`src/rtl/ascon_permutation_iter.sv`:
```
// ---------------------------------------------------------------------------
// ascon_permutation_iter
//
// Iterative ASCON permutation core. A single combinational round (constant
// addition, 5-bit S-box substitution, linear diffusion) is wrapped around a
// 320-bit state register and applied once per clock. It runs either p12
// (round indices 0..11) or p6 (round indices 6..11). It sits between the
// ASCON mode FSM and the round datapath.
//
// Ports
//   clock_i   in   1        system clock, rising edge
//   resetb_i  in   1        asynchronous active-low reset
//   start_i   in   1        start request; accepted in IDLE or DONE
//   mode_i    in   1        0 = p12, 1 = p6; sampled with start_i
//   state_i   in   5x64     input state x0..x4 (index 0 = x0); sampled with start_i
//   state_o   out  5x64     state register contents (no bypass)
//   busy_o    out  1        high while rounds are running
//   done_o    out  1        one-cycle pulse once the final round is written
//   round_o   out  4        round index about to be applied (12 once finished)
// ---------------------------------------------------------------------------
module ascon_permutation_iter #(
  parameter int NB_ROUNDS_A = 12,
  parameter int NB_ROUNDS_B = 6
) (
  input  logic        clock_i,
  input  logic        resetb_i,
  input  logic        start_i,
  input  logic        mode_i,
  input  logic [63:0] state_i [5],
  output logic [63:0] state_o [5],
  output logic        busy_o,
  output logic        done_o,
  output logic [3:0]  round_o
);

  typedef enum logic [1:0] {ST_IDLE, ST_RUN, ST_DONE} fsm_t;

  // Both variants end on round index 11; the shorter one simply starts later.
  localparam logic [3:0] FIRST_A    = 4'(12 - NB_ROUNDS_A);
  localparam logic [3:0] FIRST_B    = 4'(12 - NB_ROUNDS_B);
  localparam logic [3:0] LAST_ROUND = 4'd11;

  fsm_t        fsm_q, fsm_d;
  logic [63:0] state_q [5];
  logic [63:0] state_d [5];
  logic [3:0]  round_q, round_d;
  logic        busy_q, busy_d;
  logic        done_q, done_d;

  logic [63:0] c_x [5];  // after constant addition
  logic [63:0] a_x [5];  // S-box input mixing
  logic [63:0] b_x [5];  // after chi-like nonlinear step
  logic [63:0] s_x [5];  // S-box output
  logic [63:0] l_x [5];  // diffusion output, fed back to the register

  function automatic logic [63:0] rotr(input logic [63:0] x, input int unsigned n);
    return (x >> n) | (x << (64 - n));
  endfunction

  // Gives F0, E1, D2, ... 4B for r = 0..11.
  function automatic logic [7:0] round_const(input logic [3:0] r);
    return 8'hF0 - ({4'd0, r} * 8'h0F);
  endfunction

  // Constant addition touches only the low byte of x2.
  assign c_x[0] = state_q[0];
  assign c_x[1] = state_q[1];
  assign c_x[2] = state_q[2] ^ {56'd0, round_const(round_q)};
  assign c_x[3] = state_q[3];
  assign c_x[4] = state_q[4];

  // Bit-sliced S-box: every bit position is one 5-bit column, x0 as MSB.
  assign a_x[0] = c_x[0] ^ c_x[4];
  assign a_x[1] = c_x[1];
  assign a_x[2] = c_x[2] ^ c_x[1];
  assign a_x[3] = c_x[3];
  assign a_x[4] = c_x[4] ^ c_x[3];

  assign b_x[0] = a_x[0] ^ (~a_x[1] & a_x[2]);
  assign b_x[1] = a_x[1] ^ (~a_x[2] & a_x[3]);
  assign b_x[2] = a_x[2] ^ (~a_x[3] & a_x[4]);
  assign b_x[3] = a_x[3] ^ (~a_x[4] & a_x[0]);
  assign b_x[4] = a_x[4] ^ (~a_x[0] & a_x[1]);

  assign s_x[0] = b_x[0] ^ b_x[4];
  assign s_x[1] = b_x[1] ^ b_x[0];
  assign s_x[2] = ~b_x[2];
  assign s_x[3] = b_x[3] ^ b_x[2];
  assign s_x[4] = b_x[4];

  // Linear diffusion, one rotation pair per word.
  assign l_x[0] = s_x[0] ^ rotr(s_x[0], 19) ^ rotr(s_x[0], 28);
  assign l_x[1] = s_x[1] ^ rotr(s_x[1], 61) ^ rotr(s_x[1], 39);
  assign l_x[2] = s_x[2] ^ rotr(s_x[2],  1) ^ rotr(s_x[2],  6);
  assign l_x[3] = s_x[3] ^ rotr(s_x[3], 10) ^ rotr(s_x[3], 17);
  assign l_x[4] = s_x[4] ^ rotr(s_x[4],  7) ^ rotr(s_x[4], 41);

  always_comb begin
    fsm_d   = fsm_q;
    round_d = round_q;
    for (int i = 0; i < 5; i++) state_d[i] = state_q[i];

    case (fsm_q)
      ST_RUN: begin
        for (int i = 0; i < 5; i++) state_d[i] = l_x[i];
        round_d = round_q + 4'd1;
        if (round_q == LAST_ROUND) fsm_d = ST_DONE;
      end
      default: begin
        // IDLE and DONE both accept a start, so back-to-back runs lose only
        // the DONE cycle. Without a start, DONE falls back to IDLE and the
        // state and round index are held.
        fsm_d = ST_IDLE;
        if (start_i) begin
          for (int i = 0; i < 5; i++) state_d[i] = state_i[i];
          round_d = mode_i ? FIRST_B : FIRST_A;
          fsm_d   = ST_RUN;
        end
      end
    endcase

    busy_d = (fsm_d == ST_RUN);
    done_d = (fsm_d == ST_DONE);
  end

  always_ff @(posedge clock_i or negedge resetb_i) begin
    if (!resetb_i) begin
      fsm_q   <= ST_IDLE;
      round_q <= 4'd0;
      busy_q  <= 1'b0;
      done_q  <= 1'b0;
      for (int i = 0; i < 5; i++) state_q[i] <= 64'd0;
    end else begin
      fsm_q   <= fsm_d;
      round_q <= round_d;
      busy_q  <= busy_d;
      done_q  <= done_d;
      for (int i = 0; i < 5; i++) state_q[i] <= state_d[i];
    end
  end

  assign state_o = state_q;
  assign busy_o  = busy_q;
  assign done_o  = done_q;
  assign round_o = round_q;

endmodule

```
`config.mk`:
```
export PLATFORM = sky130hd
export DESIGN_NAME = ascon_permutation_iter
export DESIGN_NICKNAME = d
export VERILOG_FILES = /design/src/rtl/ascon_permutation_iter.sv
export SDC_FILE = /design/constraint.sdc
export NUM_CORES = 1
export LEC_CHECK = 0
export BUFFER_PORTS_ARGS = -buffer_cell sky130_fd_sc_hd__buf_2
export CAP_MARGIN = 20
export CORE_AREA = 2 2 250 252
export CTS_CLUSTER_DIAMETER = 80
export DETAILED_ROUTE_END_ITERATION = 8
export DIE_AREA = 0 0 252 254
export PLACE_DENSITY = 0.8
export SLEW_MARGIN = 5
export SYNTH_ARGS = -nofsm -noshare
export SYNTH_HDL_FRONTEND = slang
export SYNTH_SLANG_ARGS = --single-unit
export TNS_END_PERCENT = 1
```
`constraint.sdc`:
```
create_clock -name clock_i -period 11.3 [get_ports clock_i]
set_input_delay 1.13 -clock clock_i [delete_from_list [all_inputs] [get_ports clock_i]]
set_output_delay 1.13 -clock clock_i [all_outputs]
set_load 0.005 [all_outputs]
```
==> out/summary.txt <==
cell family with most CP delay - XOR/XNOR gates
Core Util, Final - 57.6%
slowest stage delay, CP - 0.61 ns
Clock Skew - 0.0178 ns
antenna violations before repair - 9
clock buffer count from CTS - 43
Synth Register Bits - 328
mapped cell area - 29,700 um^2
setup violators final - 0
startpoint types - flop
Core Rows - 91
root buf cell - clkbuf_16
GP Congestion - 1.13
Slowest-stage cell, CP - xor2_1
Yosys warning count - 0
cts hold-fix bufs - 0
post_cts resized - 0
Buffers on Ports - 649
Slew Viols, Final - 0
Worst Path Buf+Inv - 3
run status - completed
Arrival @ worst endpoint - 5.20 ns
Via density - 5.96
routed via count - 28,100
TNS Setup - 0 ns
Die Ht - 254 um
Worst Hold Class - in2async
first-pass GRT wire length - 196,000 um
Ports - 650
final worst path period need - 4.77 ns
1st-iter DRT viols - 3,721
vias in the first global route - 26,700
crit path launch - round_o[0]
gr busiest metal - met2
CTS tree - done
DP HPWL - 116,000 um
Yosys top cell by area - dfrtp_1
Post-synth ARST share - 100%
worst-path fanout max - 9
CP required - 11.73 ns
die width - 252 um
Total Routing Usage GR - 43.5%
DRT Pass-1 Iters - 7
clock latency on the worst-skew pair - 0.60 ns
Yosys cell types - 41
Post-Syn Nets - 3,756
Synth area leaders - dfrtp_1, xnor2_1, xor2_1
DRC viols - 0
post-synth top area share - 27.6%
Area Overhead vs Synth - 18.7%
Post-CTS Setup Inserts - 0
GRT met2 Usage - 67.4%
RSZ-0062 raised after global routing - no
Max Cap Violations - 0
worst-case clock buffer depth - 3
worst reg2reg setup slack - 6.53 ns
H-tree levels - 2
Slew @ Worst Pin - 1.38 ns
met3 Usage GRT - 10.1%
period utilisation layout - 42.2%
ANT nets after route - 0
DR WL/cell - 30.3 um
clk sinks - 328
Fmax achieved - 210 MHz
most common cell after layout, fill and taps aside - xnor2_1
Cells after Synth - 3,281
final hold vios - 0
met1 usage in global routing - 54.7%
Post-synth EDFFs - 0
Initial Utilization - 48.5%
gr ovfl total - 0
Core Region - 61,300 um^2
sequential share of the synthesized area - 27.6%
Critical Path End Type - flop
share of layout cells above drive strength 1 - 19.8%
Clock transition at path regs - 0.06 ns
commonest cells after routing, fill and taps aside - xnor2_1, buf_2, dfrtp_1
routed wire length - 143,000 um
crit path cell chain - inv_1 > fa_1 > inv_1 > ha_1 > inv_1 > ha_1 > fa_1 > xnor2_1 > xnor2_1 > ha_1 > xor2_1 > xor2_1 > xnor2_1 > xnor2_1 > a21oi_1
Rel. slew slack - 7.45%
CP most frequent cell - xnor2_1
Setup Crit Path Kind - reg2reg
largest net degree at the start of global routing - 168
DIE AREA - 64,000 um^2
main flop type after synthesis - dfrtp_1
Critical R2R Launch - round_o[0]
Final nets - 4,357
Synth Area per Inst - 9.06 um^2
## per-layer routing
layer	up-vias	share of wire, %
li1	12100	-
met1	13700	38
met2	1876	44
met3	474	11
met4	8	7.5
met5	-	0.039
## registers in the layout, indices dropped and copies added (netlist names)
name	cells
state_o	320
round_o	4
fsm_q	2
busy_o	1
done_o	1
## worst paths after layout
kind / to / cells past startpoint
min in group clock_i: round_o[2] / 1
worst min register to register: round_o[2] / 1
worst min-delay path: state_o[98] / 1
worst max register to register: state_o[115] / 15
max in group asynchronous: state_o[188] / 3
worst max-delay path: state_o[115] / 15
## cells in the mapped netlist (4+ instances only)
cell type  instances
o211a_1          188
buf_2              5
xnor3_1            9
clkbuf_1         114
maj3_1            58
a21oi_1          282
xor2_1           288
o21ai_0          100
nor2_1           112
ha_1             148
xnor2_2            4
dfrtp_1          328
nor2b_1           66
inv_1            204
buf_1             14
a21o_1             4
a211oi_1          64
mux2i_1           84
xnor2_1          852
nand2_1          324
## cells by family (layout without fill, tap and decap cells)
kind of cell / after synthesis / count (layout) / share of synthesized area, %
XOR/XNOR: 1157 / 1157 / 34.8
AO/OA/AOI/OAI: 646 / 646 / 14.7
AND/OR/NAND/NOR: 512 / 512 / 7.09
buffers and inverters: 343 / 973 / 4.43
flip-flops: 328 / 328 / 27.6
adder cells (fa/ha/maj): 209 / 209 / 8.39
multiplexers: 86 / 86 / 2.94
other: 0 / 5 / 0
## area by class of cell
type                       instances  area, um^2
sequential                       328        8210
clock inverter                    12         214
inverter                         206         773
clock buffer                      62        1260
fill                            5606       26000
tap                              790         988
timing repair buffer             693        3610
antenna                            5        12.5
multi-input combinational       2610       20200
## per-stage QoR
stage,instances,hold WS [ns],worst slack (ns),cell area [um^2]
after floorplan,3281,0.581,7.40,29700
after global placement,4624,0.607,6.71,33800
after detailed placement,4625,0.615,6.60,33800
after CTS,4699,0.601,6.58,35200
after global routing,4704,0.628,6.36,35300
final,4706,0.546,6.53,35300
Power is left out: the tool's default activity adds up to more than one toggle a clock period on the data nets, which glitch-free logic cannot reach.
